[src/rtl/ulbf_dout_capture.sv]
// ulbf_dout_capture: captures a block of AXI-Stream beats into a RAM write
// port. A one-cycle start samples a base address and a block length, then
// every accepted beat is written to consecutive (wrapping) RAM addresses until
// the block completes, tlast arrives early, or the capture is aborted.
module ulbf_dout_capture #(
  parameter int RAM_DEPTH  = 4096,
  parameter int DATA_WIDTH = 64
) (
  input  logic                    s_axis_clk,
  input  logic                    s_axis_rstn,
  input  logic [DATA_WIDTH-1:0]   s_axis_tdata,
  input  logic                    s_axis_tvalid,
  input  logic                    s_axis_tlast,
  output logic                    s_axis_tready,
  input  logic                    start,
  input  logic [15:0]             base_addr,
  input  logic [15:0]             block_len,
  input  logic                    abort,
  output logic [15:0]             ram_addr,
  output logic [DATA_WIDTH-1:0]   ram_din,
  output logic                    ram_en,
  output logic [DATA_WIDTH/8-1:0] ram_we,
  output logic                    busy,
  output logic                    done,
  output logic                    err_tlast_early,
  output logic                    err_tlast_missing,
  output logic [15:0]             beat_count
);

  localparam int WE_W = DATA_WIDTH / 8;
  // Highest RAM address, which is also the final beat index of a full-depth block.
  localparam logic [15:0] TOP_INDEX = 16'(RAM_DEPTH - 1);

  typedef enum logic [1:0] {
    IDLE,
    CAPTURE,
    DONE
  } state_t;

  state_t                  r_state;
  logic [15:0]             r_nextAddr;
  logic [15:0]             r_lastIdx;
  logic [15:0]             r_beatCount;
  logic                    r_errEarly;
  logic                    r_errMissing;
  logic                    r_ramEn;
  logic [15:0]             r_ramAddr;
  logic [DATA_WIDTH-1:0]   r_ramDin;

  logic                    w_beat;
  logic                    w_finalBeat;
  logic [15:0]             w_startAddr;
  logic [15:0]             w_startLastIdx;
  logic [15:0]             w_addrInc;
  logic                    w_ramEnOut;

  // Ready is a pure decode of the state register, so a beat is accepted
  // whenever the FSM is capturing and the source presents valid data.
  assign w_beat         = (r_state == CAPTURE) && s_axis_tvalid;
  assign w_finalBeat    = (r_beatCount == r_lastIdx);
  // Base address is folded into the RAM range once, at start.
  assign w_startAddr    = 16'(32'(base_addr) % 32'(RAM_DEPTH));
  // A zero length requests a full-depth block.
  assign w_startLastIdx = (block_len == 16'd0) ? TOP_INDEX : (block_len - 16'd1);
  assign w_addrInc      = (r_nextAddr == TOP_INDEX) ? 16'd0 : (r_nextAddr + 16'd1);

  // Control FSM: sequencing, beat counting, address stepping and error flags.
  always_ff @(posedge s_axis_clk) begin
    if (!s_axis_rstn) begin
      r_state      <= IDLE;
      r_nextAddr   <= 16'd0;
      r_lastIdx    <= 16'd0;
      r_beatCount  <= 16'd0;
      r_errEarly   <= 1'b0;
      r_errMissing <= 1'b0;
    end else begin
      case (r_state)
        IDLE: begin
          if (start) begin
            r_state      <= CAPTURE;
            r_nextAddr   <= w_startAddr;
            r_lastIdx    <= w_startLastIdx;
            r_beatCount  <= 16'd0;
            r_errEarly   <= 1'b0;
            r_errMissing <= 1'b0;
          end
        end
        CAPTURE: begin
          if (w_beat) begin
            r_nextAddr  <= w_addrInc;
            r_beatCount <= r_beatCount + 16'd1;
            if (w_finalBeat) begin
              r_state <= DONE;
              if (!s_axis_tlast) begin
                r_errMissing <= 1'b1;
              end
            end else if (s_axis_tlast) begin
              r_state    <= DONE;
              r_errEarly <= 1'b1;
            end
          end
          if (abort) begin
            r_state <= DONE;
          end
        end
        DONE: begin
          r_state <= IDLE;
        end
        default: begin
          r_state <= IDLE;
        end
      endcase
    end
  end

  // RAM write port register: one write in the cycle after each accepted beat.
  always_ff @(posedge s_axis_clk) begin
    if (!s_axis_rstn) begin
      r_ramEn   <= 1'b0;
      r_ramAddr <= 16'd0;
      r_ramDin  <= '0;
    end else if (w_beat) begin
      r_ramEn   <= 1'b1;
      r_ramAddr <= r_nextAddr;
      r_ramDin  <= s_axis_tdata;
    end else begin
      r_ramEn   <= 1'b0;
    end
  end

  // A write already registered when reset arrives must not reach the RAM,
  // so the enable is qualified by the reset input itself.
  assign w_ramEnOut        = r_ramEn & s_axis_rstn;

  assign s_axis_tready     = (r_state == CAPTURE);
  assign busy              = (r_state != IDLE);
  assign done              = (r_state == DONE);
  assign ram_en            = w_ramEnOut;
  assign ram_we            = {WE_W{w_ramEnOut}};
  assign ram_addr          = r_ramAddr;
  assign ram_din           = r_ramDin;
  assign beat_count        = r_beatCount;
  assign err_tlast_early   = r_errEarly;
  assign err_tlast_missing = r_errMissing;

endmodule

[config.mk]
export PLATFORM = sky130hd
export DESIGN_NAME = ulbf_dout_capture
export DESIGN_NICKNAME = d
export VERILOG_FILES = /design/src/rtl/ulbf_dout_capture.sv
export SDC_FILE = /design/constraint.sdc
export NUM_CORES = 1
export LEC_CHECK = 0
export CAP_MARGIN = 20
export CELL_PAD_IN_SITES_DETAIL_PLACEMENT = 0
export CELL_PAD_IN_SITES_GLOBAL_PLACEMENT = 1
export CORE_UTILIZATION = 34
export CTS_BUF_LIST = sky130_fd_sc_hd__clkbuf_16
export DETAILED_ROUTE_END_ITERATION = 6
export PLACE_DENSITY = 0.82
export SETUP_SLACK_MARGIN = 0.3
export SKIP_CTS_REPAIR_TIMING = 1
export SLEW_MARGIN = 20
export SYNTH_ARGS = -nofsm -noshare
export SYNTH_HDL_FRONTEND = slang
export SYNTH_SLANG_ARGS = --single-unit
[constraint.sdc]
create_clock -name s_axis_clk -period 5.1 [get_ports s_axis_clk]
set_clock_uncertainty 0.1 [all_clocks]
set_input_delay 1.02 -clock s_axis_clk [delete_from_list [all_inputs] [get_ports s_axis_clk]]
set_output_delay 1.02 -clock s_axis_clk [all_outputs]
set_load 0.02 [all_outputs]
## After elaboration in Yosys (flattened, before gate mapping)

Index checks and enable logic that the tools add are counted.

| word-level totals | value |
|---|---|
| register bits after elaboration | 133 |
| latch bits | 0 |
| memory bits (writable) | 0 |
| ROM bits | 0 |
| bits of input ports | 102 |
| word-level logic and storage cells | 59 |
| memories kept | 0 |

| operators by class | value |
|---|---|
| add/sub/neg operators | 3 |
| multipliers | 0 |
| div/mod/pow operators | 0 |
| order comparisons | 0 |
| equality and inequality tests | 12 |
| shifts and indexed selects | 0 |
| muxes and demuxes | 24 |
| bitwise logic cells | 1 |
| reduce and logical (&&, ||, !) cells | 10 |

Operators by type and width:

| cell | number |
|---|---|
| 16-bit 2-to-1 mux | 6 |
| 16-bit case mux with 2 select lines | 2 |
| 16-bit by 1-bit adder with 16-bit output (second input constant) | 2 |
| 16-bit by 12-bit == test with 1-bit output (second input constant) | 1 |
| 16-bit == test | 1 |
| 16-bit zero test | 1 |
| 16-bit by 1-bit subtractor with 16-bit output (second input constant) | 1 |
| 2-bit 2-to-1 mux | 5 |
| 5-bit AND reduction | 2 |
| 1-bit 2-to-1 mux | 8 |
| 2-bit inequality test (second input constant) | 4 |
| 3-bit AND reduction | 2 |
| 2-bit by 1-bit inequality test with 1-bit output (second input constant) | 2 |
| 4-bit by 2-bit inequality test with 1-bit output (second input constant) | 1 |
| 1-bit case mux with 2 select lines | 2 |
| 2-bit case mux with 2 select lines | 1 |
| 2-bit nonzero test | 2 |
| 3-bit by 1-bit inequality test with 1-bit output (second input constant) | 1 |
| 2-bit by 1-bit == test with 1-bit output (second input constant) | 1 |
| 2-bit == test (second input constant) | 1 |
| 2-bit zero test | 1 |
| 2-bit AND reduction | 1 |
| 1-bit AND | 1 |
| 1-bit logical AND | 1 |

## Logic depth before layout (Yosys ltp)

Gate-level depths: netlist of run 1.

| logic depth | value |
|---|---|
| depth after elaboration | 5 |
| mapped depth | 7 |

## Least setup slack after synthesis of run 1

Ideal clock, no wire load.

| timing path | value |
|---|---|
| path type | in2out |
| start | in s_axis_rstn |
| end | out ram_we[0] |
| arrival time | 2095 ps |
| required time | 3980 ps |
| path slack | 1885 ps |
| stages | 4 |
| buffers on the path | 3 |
| cells stage by stage | clkbuf_1 clkbuf_1 and2_1 buf_4 |

| between the ends | value |
|---|---|
| longest elaborated chain between the ends | 1 |

RTL lines:

| element | line | text |
|---|---|---|
| start, declared | 10 | `input logic s_axis_rstn,` |
| 1-bit AND | 133 | `assign w_ramEnOut = r_ramEn & s_axis_rstn;` |
| end, declared | 22 | `output logic [DATA_WIDTH/8-1:0] ram_we,` |

No other way between the ends.

## Final worst setup path of run 1

| timing path | value |
|---|---|
| start | in s_axis_rstn |
| end | out ram_we[6] |

Same word-level chain as after synthesis.

==> flow_metrics.env, run 1 <==
export IMPL_antenna_found_initial=0
export IMPL_grt_max_degree=84
export IMPL_dieArea_sq_mm=0.0173
export IMPL_clk_latency_ns=0.42
export IMPL_wl_per_cell_um=14.3
export IMPL_hold_viol_final=0
export IMPL_setup_tns_ns=0
export IMPL_fmax_ghz=0.261
export IMPL_synth_edf_count=0
export IMPL_numCtsBuffers=17
export IMPL_clockRootBuffer="clkbuf_16"
export IMPL_cts_sinks=133
export IMPL_relSlewSlack_pct=34.7
export IMPL_yosys_area_share_simple_pct=24.8
export IMPL_clk_path_buf_depth=2
export IMPL_antenna_cells=0
export IMPL_grt_pass1_wl_mm=26.3
export IMPL_wl_mm=16.0
export IMPL_status="finished clean"
export IMPL_area_delta_synth_final_pct=48.1
export IMPL_synth_fa_ha_area_share_pct=0.657
export IMPL_yosysTopAreaCell="dfxtp_1"
export IMPL_crit_path_end_kind="primary output"
export IMPL_netlist_instances=705
export IMPL_die_h_um=132
export IMPL_finalCritPeriodShare_pct=75.3
export IMPL_firstDrtPassIters=5
export IMPL_cts_tree="done"
export IMPL_path_class="primary input to primary output"
export IMPL_layout_common_cells="207 x clkdlybuf4s50_1, 190 x nand2_1, 133 x dfxtp_1, 103 x a21oi_1, 35 x nor2_1"
export IMPL_cp_data_arrival_time_ns=2.72
export IMPL_hold_ws_ns=0.350
export IMPL_synth_top_family_by_area="simple AND/OR/NAND/NOR gates"
export IMPL_track_usage_pct=19.1
export IMPL_ant_nets=0
export IMPL_dpl_hpwl_mm=10.9
export IMPL_drc=0
export IMPL_start_kind="primary input"
export IMPL_required_ns=3.98
export IMPL_multiInputGateArea_sq_mm=0.00275
export IMPL_maxCapViolations=0
export IMPL_io_pins=212
export IMPL_synth_compound_area_share_pct=16.1
export IMPL_grt_pass1_vias=5110
export IMPL_clk_pin_slew_ns=0.05
export IMPL_num_vias=5347
export IMPL_leakage_nw=2.86
export IMPL_drt_iter0_drc=233
export IMPL_synth_ff_type="dfxtp_1"
export IMPL_regArea_sq_mm=0.00266
export IMPL_avgSynthCellArea_sq_um=8.10
export IMPL_vias_per_cell=4.79
export IMPL_num_rows=47
export IMPL_seq_area_frac_synth_pct=46.6
export IMPL_start_util_pct=34.7
export IMPL_fin_nets=989
export IMPL_drive_gt1_share_pct=5.91
export IMPL_p_per_area_mw_per_mm2=322
export IMPL_layout_setup_ws_ns=1.26
export IMPL_synth_xor_area_share_pct=6.44
export IMPL_finalMaxSlewViolations=0
export IMPL_synth_top_area_share_pct=46.6
export IMPL_yosys_register_bits=133
export IMPL_dp_slack_ns=1.25
export IMPL_setup_viol=0
export IMPL_port_buffers=207
export IMPL_worst_slew_pin_slew_ns=0.979
export IMPL_final_util_pct=51.4
export IMPL_netlist_area_sq_mm=0.00571
export IMPL_synthTopCellsByArea="dfxtp_1 47%, nand2_1 12%, a21oi_1 9.0%"
export IMPL_htree_levels=4
export IMPL_vdd_drop_max_mv=0.247
export IMPL_yosysWarnings=0
export IMPL_grt_remaining_overflow=0
export IMPL_muxShareOfSynthArea_pct=0.175
export IMPL_rsz0062_at_grt="no"
export IMPL_die_w_um=132
export IMPL_period_needed_ns=3.84
export IMPL_routabilityCongestion=0.776
export IMPL_power_total_mw=2.72
export IMPL_cp_max_fo=26
export IMPL_nFillCells=1589
export IMPL_yosysUniqueCellTypes=57
export IMPL_synth_nets=810
export IMPL_async_flop_share_pct=0
export IMPL_min_path_type="flop to flop"
export IMPL_final_common_cell="clkdlybuf4s50_1"
export IMPL_placeableCoreArea_sq_mm=0.0165
power breakdown:
part	total [mW]	switching [mW]	internal, mW	leakage (nW)
registers	1.12	0.0351	1.08	1.08
logic	0.335	0.171	0.164	1.48
clock network	1.27	0.459	0.811	0.300
path summary, 6_finish.rpt:
check	start	end	slack (ns)	cells past startpoint
worst max-delay path	s_axis_rstn	ram_we[6]	1.26	4
worst min-delay path	ram_addr[8]	ram_addr[8]	0.35	2
worst max register to register	r_state[0]	r_lastIdx[12]	2.84	3
worst min register to register	ram_addr[8]	ram_addr[8]	0.35	2
Yosys cell counts (3+ instances only):
| cell | number |
|---|---|
| buf_4 | 8 |
| or3_1 | 3 |
| nand3b_1 | 4 |
| a31oi_1 | 6 |
| nor3_1 | 8 |
| a311oi_1 | 4 |
| inv_1 | 6 |
| nand3_1 | 15 |
| buf_2 | 12 |
| buf_6 | 3 |
| nor2_1 | 35 |
| clkbuf_1 | 31 |
| dfxtp_1 | 133 |
| nor4_1 | 6 |
| ha_1 | 3 |
| a21oi_1 | 103 |
| a32o_1 | 3 |
| xor2_1 | 12 |
| nor2_2 | 4 |
| a211oi_1 | 3 |
| o31a_1 | 3 |
| and3_1 | 8 |
| nor2b_1 | 4 |
| nand4_1 | 10 |
| xnor2_1 | 30 |
| o21ai_0 | 23 |
| nand2_1 | 190 |
layout make-up:
type | count | share of cell area [%]
inverters | 7 | 0.311
well taps | 220 | 3.25
multi-input cells | 511 | 32.5
clock buffers | 17 | 5.03
flip-flops and latches | 133 | 31.5
clock inverters | 15 | 2.25
repair buffers | 214 | 25.1
per-layer routing:
| layer | up-vias | share of wire [%] | GRT usage, % |
|---|---|---|---|
| li1 | 2754 | - | - |
| met1 | 2410 | 46 | 24.1 |
| met2 | 160 | 47 | 30.8 |
| met3 | 23 | 5.2 | 4.75 |
| met4 | 0 | 1.8 | 8.01 |
| met5 | - | 0 | 0 |
through the flow:
step / area, sq um / cells
final: 8460 / 1117
after global placement: 7840 / 1085
after floorplan: 5710 / 705
after global routing: 8460 / 1117
after CTS: 8460 / 1117
after detailed placement: 7840 / 1085
critical path, cell delays in order:
cell and delay [ns]:
clkdlybuf4s50_1 0.45, buf_4 0.26, and2_1 0.32, clkdlybuf4s50_1 0.66
registers in the layout, summed over array words and instances, names as in the netlist:
signal             flops
ram_din               64
r_nextAddr            16
r_state                2
ram_addr              16
err_tlast_missing      1
r_lastIdx             16
beat_count            16
err_tlast_early        1
r_ramEn                1
kinds of logic (layout without fill, tap and decap cells):
logic type,after synthesis,in the layout
and+or+nand+nor,307,307
buffers and inverters,61,253
adders and majority gates,3,3
DFF,133,133
xor gates and xnor gates,42,42
muxes,1,1
AOI/OAI and AO/OA,158,158
(Power assumes the default switching activity.)
==> run 2: changes to the inputs <==
- CORE_UTILIZATION: 34 -> 32
- PLACE_DENSITY: 0.82 -> 0.78
- clock period: 5.1 -> 3.92 ns (I/O delays scaled with it)
==> flow_metrics.env, run 2 (synthesis results as in run 1) <==
export IMPL_status="finished clean"
export IMPL_routabilityCongestion=0.776
export IMPL_path_cells="clkdlybuf4s50_1, and2_1, clkdlybuf4s50_1"
export IMPL_rr_startpoint="r_nextAddr[0]"
export IMPL_crit_start="s_axis_rstn"
export IMPL_drc=0
export IMPL_placeableCoreArea_sq_mm=0.0174
export IMPL_leakage_nw=2.88
export IMPL_num_rows=48
export IMPL_critical_path_buf_inv_count=2
export IMPL_holdPathStages=2
export IMPL_firstDrtPassIters=5
export IMPL_worst_slew_pin_slew_ns=0.621
export IMPL_die_w_um=136
export IMPL_numCtsBuffers=17
export IMPL_final_area_sq_mm=0.00850
export IMPL_wl_mm=16.3
export IMPL_cp_data_arrival_time_ns=2.18
export IMPL_path_class="primary input to primary output"
export IMPL_dpl_instance_area_sq_mm=0.00789
export IMPL_period_needed_ns=3.06
export IMPL_start_util_pct=32.9
export IMPL_worst_path_most_repeated_cell="clkdlybuf4s50_1"
export IMPL_min_path_type="flop to flop"
export IMPL_slowest_delay_ns=0.66
export IMPL_grt_pass1_vias=4951
export IMPL_num_vias=5378
export IMPL_hold_viol_final=0
export IMPL_die_h_um=136
export IMPL_grt_max_degree=61
export IMPL_clk_latency_ns=0.41
export IMPL_wl_per_cell_um=14.5
export IMPL_io_pins=212
export IMPL_p_per_area_mw_per_mm2=417
export IMPL_layout_common_cells="207 x clkdlybuf4s50_1, 190 x nand2_1, 133 x dfxtp_1, 103 x a21oi_1, 35 x nor2_1"
export IMPL_critical_path_top_delay_family="buffers and inverters"
export IMPL_dpl_hpwl_mm=11.1
export IMPL_post_place_cells=1094
export IMPL_start_kind="primary input"
export IMPL_clk_path_buf_depth=2
export IMPL_cts_sinks=133
export IMPL_cts_tree="done"
export IMPL_relSlewSlack_pct=58.5
export IMPL_clockRootBuffer="clkbuf_16"
export IMPL_dieArea_sq_mm=0.0184
export IMPL_vias_per_cell=4.78
export IMPL_largest_reg_flops=64
export IMPL_power_total_mw=3.55
export IMPL_drt_iter0_drc=318
export IMPL_final_cells=1126
export IMPL_clk_pin_slew_ns=0.06
export IMPL_antenna_cells=0
export IMPL_cp_max_fo=9
export IMPL_track_usage_pct=17.8
export IMPL_grt_pass1_wl_mm=25.5
export IMPL_crit_path_end_kind="primary output"
export IMPL_port_buffers=207
export IMPL_required_ns=3.04
export IMPL_hold_start="ram_din[43]"
export IMPL_grt_remaining_overflow=0
export IMPL_r2r_cells=6
export IMPL_ant_nets=0
export IMPL_final_common_cell="clkdlybuf4s50_1"
export IMPL_rsz0062_at_grt="no"
export IMPL_critPathSlowestCell="clkdlybuf4s50_1"
export IMPL_nFillCells=1715
export IMPL_setup_viol=0
export IMPL_finalCritPeriodShare_pct=78.1
export IMPL_hold_end="ram_din[43]"
export IMPL_antenna_found_initial=1
export IMPL_maxCapViolations=0
export IMPL_finalMaxSlewViolations=0
export IMPL_setup_tns_ns=0
export IMPL_fin_nets=993
export IMPL_r2r_slack_ns=1.69
export IMPL_fmax_ghz=0.327
export IMPL_htree_levels=4
export IMPL_vdd_drop_max_mv=0.293
export IMPL_area_delta_synth_final_pct=48.9
export IMPL_drive_gt1_share_pct=6.44
export IMPL_reg2reg_to="r_nextAddr[7]"
-- run 2: stage by stage --
step	hold slack, ns	worst slack, ns	utilization (%)
after floorplan	0.356	1.18	-
after global placement	0.342	0.859	45.5
after detailed placement	0.345	0.835	45.5
after CTS	0.353	0.843	49.0
after global routing	0.366	0.782	49.0
final	0.350	0.860	49.0
-- run 2: worst max-delay path by stage --
stage,end,cells past startpoint
global placement,beat_count[4],6
finish,ram_we[2],3
floorplan,ram_we[0],4
global route,ram_we[0],3
CTS,ram_we[5],3
detailed placement,beat_count[4],6
-- run 2: area by class of cell --
class / count / area [sq um] / area share, %
clock buffers: 17 / 425 / 5.00
clock inverters: 15 / 186 / 2.19
inverters: 7 / 27.5 / 0.324
multi-input cells: 511 / 2750 / 32.4
flip-flops and latches: 133 / 2660 / 31.3
well taps: 225 / 282 / 3.31
repair buffers: 218 / 2170 / 25.5
-- run 2: power breakdown --
group	switching, mW	internal, mW
clock	0.594	1.06
sequential	0.0449	1.41
combinational	0.227	0.220
total	0.866	2.68
-- run 2: worst min-delay path: cells and delay by family (launching register included) --
kind,cells,cell delay (ns)
compound gates,1,0.05
flops,1,0.30
simple gates,1,0.05
-- run 2: metal layers --
layer	GRT usage (%)	wire length (um)	vias up
li1	-	-	2758
met1	22.4	7330	2455
met2	28.8	7630	148
met3	5.57	1150	15
met4	5.56	172	2
met5	0	12	-
==> run 3: changes to the inputs <==
- clock period: 3.92 -> 3 ns (I/O delays scaled with it)
==> flow_metrics.env, run 3 (synthesis results as in run 1) <==
export IMPL_hold_viol_final=0
export IMPL_drt_iter0_drc=215
export IMPL_cp_data_arrival_time_ns=1.81
export IMPL_drive_gt1_share_pct=7.18
export IMPL_fin_nets=997
export IMPL_grt_max_degree=84
export IMPL_clockRootBuffer="clkbuf_16"
export IMPL_status="finished clean"
export IMPL_worst_slew_pin_slew_ns=0.559
export IMPL_dieArea_sq_mm=0.0184
export IMPL_multiInputGateArea_sq_mm=0.00275
export IMPL_die_w_um=136
export IMPL_num_vias=5416
export IMPL_holdPathStages=2
export IMPL_r2r_cells=6
export IMPL_grt_pass1_wl_mm=25.8
export IMPL_finalCritPeriodShare_pct=83.7
export IMPL_grt_pass1_vias=4936
export IMPL_cp_max_fo=9
export IMPL_cts_sinks=133
export IMPL_min_path_type="flop to flop"
export IMPL_finalMaxSlewViolations=0
export IMPL_clk_path_buf_depth=2
export IMPL_wl_per_cell_um=14.6
export IMPL_setup_tns_ns=0
export IMPL_grt_remaining_overflow=0
export IMPL_port_buffers=207
export IMPL_layout_common_cells="198 x clkdlybuf4s50_1, 190 x nand2_1, 133 x dfxtp_1, 103 x a21oi_1, 35 x nor2_1"
export IMPL_path_class="flop to primary output"
export IMPL_antenna_cells=0
export IMPL_antenna_found_initial=0
export IMPL_clk_latency_ns=0.41
export IMPL_setup_viol=0
export IMPL_track_usage_pct=17.9
export IMPL_placeableCoreArea_sq_mm=0.0174
export IMPL_leakage_nw=3.09
export IMPL_p_per_area_mw_per_mm2=550
export IMPL_clk_pin_slew_ns=0.06
export IMPL_critical_path_top_delay_family="buffers and inverters"
export IMPL_wl_mm=16.4
export IMPL_num_rows=48
export IMPL_numCtsBuffers=17
export IMPL_nFillCells=1752
export IMPL_vias_per_cell=4.79
export IMPL_critical_path_buf_inv_count=2
export IMPL_period_needed_ns=2.51
export IMPL_dpl_hpwl_mm=11.2
export IMPL_cts_tree="done"
export IMPL_firstDrtPassIters=4
export IMPL_final_area_sq_mm=0.00862
export IMPL_final_common_cell="clkdlybuf4s50_1"
export IMPL_start_kind="flop"
export IMPL_largest_reg_flops=64
export IMPL_fmax_ghz=0.398
export IMPL_start_util_pct=32.9
export IMPL_area_delta_synth_final_pct=50.9
export IMPL_htree_levels=4
export IMPL_vdd_drop_max_mv=0.412
export IMPL_drc=0
export IMPL_hold_start="ram_din[53]"
export IMPL_ant_nets=0
export IMPL_relSlewSlack_pct=62.4
export IMPL_crit_start="r_state[0]"
export IMPL_crit_path_end_kind="primary output"
export IMPL_maxCapViolations=0
export IMPL_path_cells="nand2b_1, inv_1, clkdlybuf4s50_1"
export IMPL_io_pins=212
export IMPL_die_h_um=136
export IMPL_rsz0062_at_grt="no"
export IMPL_slowest_delay_ns=0.64
export IMPL_critPathSlowestCell="clkdlybuf4s50_1"
export IMPL_regArea_sq_mm=0.00266
export IMPL_cp_depth=3
export IMPL_rr_startpoint="r_nextAddr[0]"
export IMPL_required_ns=2.30
export IMPL_dpl_instance_area_sq_mm=0.00796
export IMPL_routabilityCongestion=0.769
==> run 3: cell types whose count changed in the layout (fill, tap and decap cells not counted) <==
| cell | change |
|---|---|
| inv_1 | -1 |
| bufinv_16 | +1 |
| clkinv_2 | +3 |
| buf_12 | +3 |
| dlymetal6s2s_1 | +9 |
| buf_4 | +1 |
| clkdlybuf4s50_1 | -9 |
| inv_6 | -1 |
| clkinv_1 | -2 |
==> run 3: path summary, 6_finish.rpt <==
kind | to | slack [ns]
setup / recovery | s_axis_tready | 0.49
hold / removal | ram_din[53] | 0.35
setup reg to reg | r_nextAddr[7] | 0.76
hold reg to reg | ram_din[53] | 0.35
==> run 3: layer usage <==
metal  GRT usage, %  up-vias  wire length [um]
met3           4.75       13               927
met5              0        -                 0
li1               -     2767                 -
met2           29.8      145              7740
met1           22.4     2491              7610
met4           5.62        0               174
==> run 3: layout make-up <==
type | count | share of cell area (%)
Clock buffer | 17 | 4.94
Multi-Input combinational cell | 511 | 31.9
Clock inverter | 15 | 2.45
Tap cell | 225 | 3.27
Inverter | 7 | 0.319
Timing Repair Buffer | 222 | 26.2
Sequential cell | 133 | 30.9
==> run 3: where the power goes <==
group	switching (mW)	internal, mW	leakage (nW)
logic	0.299	0.299	1.70
registers	0.0578	1.84	1.08
clock network	0.778	1.46	0.308
==> run 3: tightest hold or removal path, cell delays in order (launching register included) <==
cell and delay (ns):
dfxtp_1 0.30, nand2_1 0.05, a21oi_1 0.05
==> run 3: stage by stage <==
stage	setup slack (ns)	utilization [%]	hold slack [ns]	std cells	total power, mW
detailed placement	0.258	45.9	0.346	1098	2.54
global placement	0.241	45.9	0.342	1098	2.54
floorplan	0.625	-	0.356	705	2.23
CTS	0.296	49.5	0.353	1130	4.80
global route	0.380	49.7	0.368	1130	4.93
finish	0.488	49.7	0.350	1130	4.74
